## src/rtl/fifo_bank.sv

```systemverilog
// Bank of NUM_CH independent FIFOs with level/threshold flags, sticky error bits,
// a synchronous bank-wide flush and an optional first-word-fall-through read port.
module fifo_bank #(
  parameter int DATA_WIDTH = 8,
  parameter int DEPTH      = 8,
  parameter int NUM_CH     = 8,
  parameter int FWFT       = 0,
  parameter int AF_THRESH  = DEPTH - 1,
  parameter int AE_THRESH  = 1,
  parameter int LW         = $clog2(DEPTH) + 1
) (
  input  logic                         clk,
  input  logic                         rst_n,
  input  logic                         flush,
  input  logic [NUM_CH-1:0]            wr_en,
  input  logic [NUM_CH*DATA_WIDTH-1:0] wr_data,
  input  logic [NUM_CH-1:0]            rd_en,
  output logic [NUM_CH*DATA_WIDTH-1:0] rd_data,
  output logic [NUM_CH-1:0]            full,
  output logic [NUM_CH-1:0]            empty,
  output logic [NUM_CH-1:0]            almost_full,
  output logic [NUM_CH-1:0]            almost_empty,
  output logic [NUM_CH*LW-1:0]         level,
  input  logic                         err_clr,
  output logic [NUM_CH-1:0]            overflow,
  output logic [NUM_CH-1:0]            underflow
);

  localparam int AW = $clog2(DEPTH);
  localparam logic [LW-1:0] DEPTH_L = LW'(DEPTH);

  for (genvar gi = 0; gi < NUM_CH; gi++) begin : g_ch
    logic [DATA_WIDTH-1:0] mem [DEPTH];
    logic [LW-1:0]         wr_ptr_reg, rd_ptr_reg;
    logic [LW-1:0]         lvl;
    logic [DATA_WIDTH-1:0] head;
    logic                  is_full, is_empty, wr_ok, rd_ok;
    logic                  ovf_reg, unf_reg;

    // Pointers carry one extra wrap bit so their difference is the occupancy.
    assign lvl      = wr_ptr_reg - rd_ptr_reg;
    assign is_full  = (lvl == DEPTH_L);
    assign is_empty = (lvl == '0);
    assign wr_ok    = wr_en[gi] && !is_full && !flush;
    assign rd_ok    = rd_en[gi] && !is_empty && !flush;
    assign head     = mem[rd_ptr_reg[AW-1:0]];

    always_ff @(posedge clk) begin
      if (wr_ok) mem[wr_ptr_reg[AW-1:0]] <= wr_data[gi*DATA_WIDTH +: DATA_WIDTH];
    end

    always_ff @(posedge clk or negedge rst_n) begin
      if (!rst_n) begin
        wr_ptr_reg <= '0;
        rd_ptr_reg <= '0;
      end else if (flush) begin
        wr_ptr_reg <= '0;
        rd_ptr_reg <= '0;
      end else begin
        if (wr_ok) wr_ptr_reg <= wr_ptr_reg + 1'b1;
        if (rd_ok) rd_ptr_reg <= rd_ptr_reg + 1'b1;
      end
    end

    // A new error event in the same cycle takes priority over err_clr.
    always_ff @(posedge clk or negedge rst_n) begin
      if (!rst_n) begin
        ovf_reg <= 1'b0;
        unf_reg <= 1'b0;
      end else if (flush) begin
        ovf_reg <= 1'b0;
        unf_reg <= 1'b0;
      end else begin
        if (wr_en[gi] && is_full) ovf_reg <= 1'b1;
        else if (err_clr)         ovf_reg <= 1'b0;
        if (rd_en[gi] && is_empty) unf_reg <= 1'b1;
        else if (err_clr)          unf_reg <= 1'b0;
      end
    end

    if (FWFT != 0) begin : g_fwft
      assign rd_data[gi*DATA_WIDTH +: DATA_WIDTH] = is_empty ? '0 : head;
    end else begin : g_reg
      logic [DATA_WIDTH-1:0] rd_data_reg;
      always_ff @(posedge clk or negedge rst_n) begin
        if (!rst_n)     rd_data_reg <= '0;
        else if (flush) rd_data_reg <= '0;
        else if (rd_ok) rd_data_reg <= head;
      end
      assign rd_data[gi*DATA_WIDTH +: DATA_WIDTH] = rd_data_reg;
    end

    assign full[gi]             = is_full;
    assign empty[gi]            = is_empty;
    assign almost_full[gi]      = (int'(lvl) >= AF_THRESH);
    assign almost_empty[gi]     = (int'(lvl) <= AE_THRESH);
    assign level[gi*LW +: LW]   = lvl;
    assign overflow[gi]         = ovf_reg;
    assign underflow[gi]        = unf_reg;
  end

endmodule
```

## config.mk

```make
export PLATFORM = sky130hd
export DESIGN_NAME = fifo_bank
export DESIGN_NICKNAME = d
export VERILOG_FILES = /design/src/rtl/fifo_bank.sv
export SDC_FILE = /design/constraint.sdc
export NUM_CORES = 1
export LEC_CHECK = 0
export CAP_MARGIN = 15
export CORE_UTILIZATION = 50
export DETAILED_ROUTE_END_ITERATION = 7
export GPL_TIMING_DRIVEN = 1
export HOLD_SLACK_MARGIN = 0.05
export PLACE_DENSITY = 0.68
export RECOVER_POWER = 25
export SLEW_MARGIN = 20
export SYNTH_ARGS = -nofsm -noshare
export SYNTH_HDL_FRONTEND = slang
export SYNTH_SLANG_ARGS = --single-unit
```

## constraint.sdc

```tcl
create_clock -name clk -period 4.95 [get_ports clk]
set_input_delay 0.495 -clock clk [delete_from_list [all_inputs] [get_ports clk]]
set_output_delay 0.495 -clock clk [all_outputs]
set_load 0.1 [all_outputs]
```

==> impl_results.rst <==
.. list-table::
   :header-rows: 1

   * - Metric
     - Value
   * - Worst max-slew margin expressed relative to the limit
     - 0.215
   * - Count of non-filler cells in the finished layout
     - 2815
   * - PostCTS Resize Cnt
     - 0
   * - Min-delay worst type
     - in2reg
   * - Fin Clk Skew
     - between 0.02 and 0.025 ns
   * - Most frequently used flop master after synthesis
     - sky130_fd_sc_hd__edfxtp_1
   * - Std-Cell Rows
     - 86
   * - Finished Cell Area
     - 0.0332 mm2
   * - Global-route wire length before repair
     - around 93000 um
   * - Most numerous cell in the Yosys netlist
     - sky130_fd_sc_hd__edfxtp_1
   * - RSZ-0062 raised after global routing
     - no
   * - Upper clock frequency limit
     - around 0.24 GHz
   * - Largest net degree at the start of global routing
     - 63
   * - Count of distinct cell types in the synthesized netlist
     - between 50 and 60
   * - Yosys warning count
     - 0
   * - Launching element type of the critical path
     - register
   * - Clk sink count
     - 656
   * - Number of cells after detailed placement
     - around 2.7k
   * - Crit path DAT
     - about 3.8 ns
   * - Total standard cell area after synthesis
     - 0.0279 mm2
   * - Vias per inst
     - approximately 5.6
   * - TritonCTS clock tree
     - yes
   * - Count of antenna diodes in the layout
     - 0
   * - Drt initial violations
     - 1120
   * - Sequential cell area fraction in the yosys report
     - 0.681
   * - Cell with the largest stage delay on the worst path
     - sky130_fd_sc_hd__clkdlybuf4s50_1
   * - Proportion of netlist area held by the largest area contributor
     - 0.551
   * - Highest net fanout along the worst path
     - 11
   * - Count of flip-flops with a built-in enable after synthesis
     - between 500 and 600
   * - Count of state elements after synthesis
     - approximately 660
   * - Syn_nets
     - 1881
   * - Setup TNS
     - 0 ns
   * - Global-route usage over all layers
     - 0.215
   * - Layout Area Growth over Synthesis
     - 19.2%
   * - Dominant cell type by area after synthesis
     - sky130_fd_sc_hd__edfxtp_1
   * - Number of buffers added on ports
     - between 200 and 250
   * - Core box area
     - between 0.05 and 0.06 mm2
   * - Placed Instance Area
     - between 0.03 and 0.04 mm2
   * - Count of max-cap constraint violations
     - 0
   * - Worst path required time
     - approximately 4.5 ns
   * - Average wire per standard cell
     - about 21 um
   * - Final global-route overflow total
     - 0
   * - Combined buffer and inverter count along the critical path
     - 2
   * - Critical path's top delay family
     - buffers and inverters
   * - Cell breakdown of the critical path
     - clkinv_1 -> ha_1 -> a21oi_1 -> a21oi_1 -> nor2_1 -> clkdlybuf4s50_1
   * - Cell seen most often among critical-path stages
     - sky130_fd_sc_hd__a21oi_1
   * - Final Hold Violating Endpoints
     - 0
   * - Clock edge transition at the registers on the reported setup and hold paths
     - ~0.06 ns
   * - Fraction of layout instances using a drive strength above 1
     - 0.199
   * - Number of fill cells in the layout
     - 4170
   * - Mapped Cells
     - around 1.7k
   * - Root buf cell
     - sky130_fd_sc_hd__clkbuf_16
   * - Number of buffers added by the clock tree synthesis step
     - slightly below 70
   * - DRC violation count after routing
     - 0
   * - Shortest clock period the worst path allows after layout
     - approximately 4.2 ns
   * - Slack of the worst reg-to-reg path
     - between 1 and 1.5 ns
   * - Antenna violations before repair
     - 2
   * - Post-synth top cells
     - 512 x sky130_fd_sc_hd__edfxtp_1, 155 x sky130_fd_sc_hd__nor2_1, 145 x sky130_fd_sc_hd__nand2_1, 144 x sky130_fd_sc_hd__dfrtp_1, 128 x sky130_fd_sc_hd__mux4_2
   * - Weighted congestion at the end of routability-driven global placement
     - between 0.8 and 0.9
   * - Highest cell delay on the worst timing path
     - roughly 1.2 ns
   * - Remaining antenna violation count after routing
     - 0
   * - Share of synthesized registers carrying an async set or reset
     - 0.220
   * - Overall die area
     - 0.0567 mm2
   * - Total iterations of the first detailed-routing run
     - 5
   * - Routed via count
     - about 16k
   * - Largest register FFs
     - just over 500
   * - DP HPWL
     - about 40000 um
   * - Run status
     - finished, final reports clean
   * - Final worst path period share
     - 0.858
   * - Count of final max-slew check failures
     - 0
   * - Endpoints failing setup
     - 0
   * - Vias in the first global route
     - around 16k
   * - Routed Wire Length
     - about 60000 um
   * - Avg Synthesized Cell Area
     - 15.9 um2
   * - Buffers inserted during post-CTS setup optimization
     - 0
   * - Clock latency reported for the late side of the worst-skew pair
     - ~0.6 ns
   * - Die span in y
     - approximately 240 um
   * - Ports
     - 228
   * - Bufs on Longest Clock Path
     - 3
   * - Most area-consuming cells after synthesis
     - sky130_fd_sc_hd__edfxtp_1 55%, sky130_fd_sc_hd__dfrtp_1 13%, sky130_fd_sc_hd__mux4_2 10%, sky130_fd_sc_hd__nor2_1 2.1%, sky130_fd_sc_hd__a311oi_1 2.0%
   * - Crit path kind
     - reg2out
   * - Transition time at the pin with the least slew margin
     - around 1.2 ns
   * - Effective utilization at floorplan
     - 0.506
   * - Overall die width
     - about 240 um
   * - Net count, final
     - between 2k and 2.5k
   * - Total number of H-tree levels
     - 3
   * - CP Capture Type
     - output port
==> per-stage QoR <==
step                      hold slack [ns]  worst slack (ns)   util
final                               0.291             0.705  0.603
after global routing                0.289             0.491  0.603
after CTS                           0.265             0.668  0.603
after detailed placement            0.509              1.31  0.562
after global placement              0.496              1.36  0.562
after floorplan                     0.199             0.119      -
==> cell families after synthesis <==
| family | count (synthesis) | share of synthesized area |
|---|---|---|
| buffers and inverters | 205 | 0.0387 |
| AND/OR/NAND/NOR | 479 | 0.0820 |
| adder cells (fa/ha/maj) | 48 | 0.0237 |
| XOR/XNOR | 39 | 0.0125 |
| AO/OA/AOI/OAI | 155 | 0.0441 |
| flip-flops | 656 | 0.681 |
| multiplexers | 167 | 0.118 |
==> cell type report <==
| cell class | instances | area [um2] | share of cell area |
|---|---|---|---|
| Tap cell | 748 | 936 | 0.0282 |
| Timing Repair Buffer | 314 | 2840 | 0.0853 |
| Clock inverter | 42 | 453 | 0.0136 |
| Sequential cell | 656 | 19000 | 0.571 |
| Clock buffer | 84 | 1830 | 0.0552 |
| Inverter | 83 | 312 | 0.00937 |
| Multi-Input combinational cell | 888 | 7900 | 0.238 |
==> metal layers <==
| layer | vias up | part of all wire | track usage |
|---|---|---|---|
| li1 | 7202 | - | - |
| met5 | - | 0.00017 | 0 |
| met3 | 94 | 0.051 | 0.0353 |
| met2 | 405 | 0.49 | 0.350 |
| met4 | 2 | 0.021 | 0.0693 |
| met1 | 8115 | 0.44 | 0.297 |
==> what timing repair did <==
item,CTS,global route
hold buffers,1,0
setup endpoints to repair,0,0
endpoints found under the hold margin,60,0
==> placed cells by master (no fill, tap or decap), drive strengths merged, types with 8 or more instances in the layout <==
cell type	instances
mux2i	24
xor2	8
fa	8
clkinv	36
nor2	155
clkdlybuf4s50	140
nand3	18
clkbuf	84
o21ai	9
inv	80
or3	9
or2	12
nor2b	8
a311oi	64
a21o	9
dlygate4sd3	48
edfxtp	512
a21oi	34
dfrtp	144
mux4	128
nand2b	10
nand3b	10
nand4	9
nor3	60
buf	126
nor4	32
ha	40
xnor2	31
nand2	145
o31ai	9
mux2	15
==> path summary, 6_finish.rpt <==
kind                                       start                    end  cells after the start
min in group asynchronous                  rst_n  g_ch[4].rd_ptr_reg[3]                      2
max in group asynchronous                  rst_n  g_ch[2].rd_ptr_reg[3]                      3
min                                        flush        g_ch[1].unf_reg                      2
max reg2reg                g_ch[6].rd_ptr_reg[2]      g_ch[6].mem[5][5]                      8
min reg2reg                      g_ch[2].unf_reg        g_ch[2].unf_reg                      2
max                        g_ch[7].rd_ptr_reg[2]              level[31]                      6
Power is left out: the tool's default activity adds up to more than one toggle a clock period on the data nets, which glitch-free logic cannot reach.
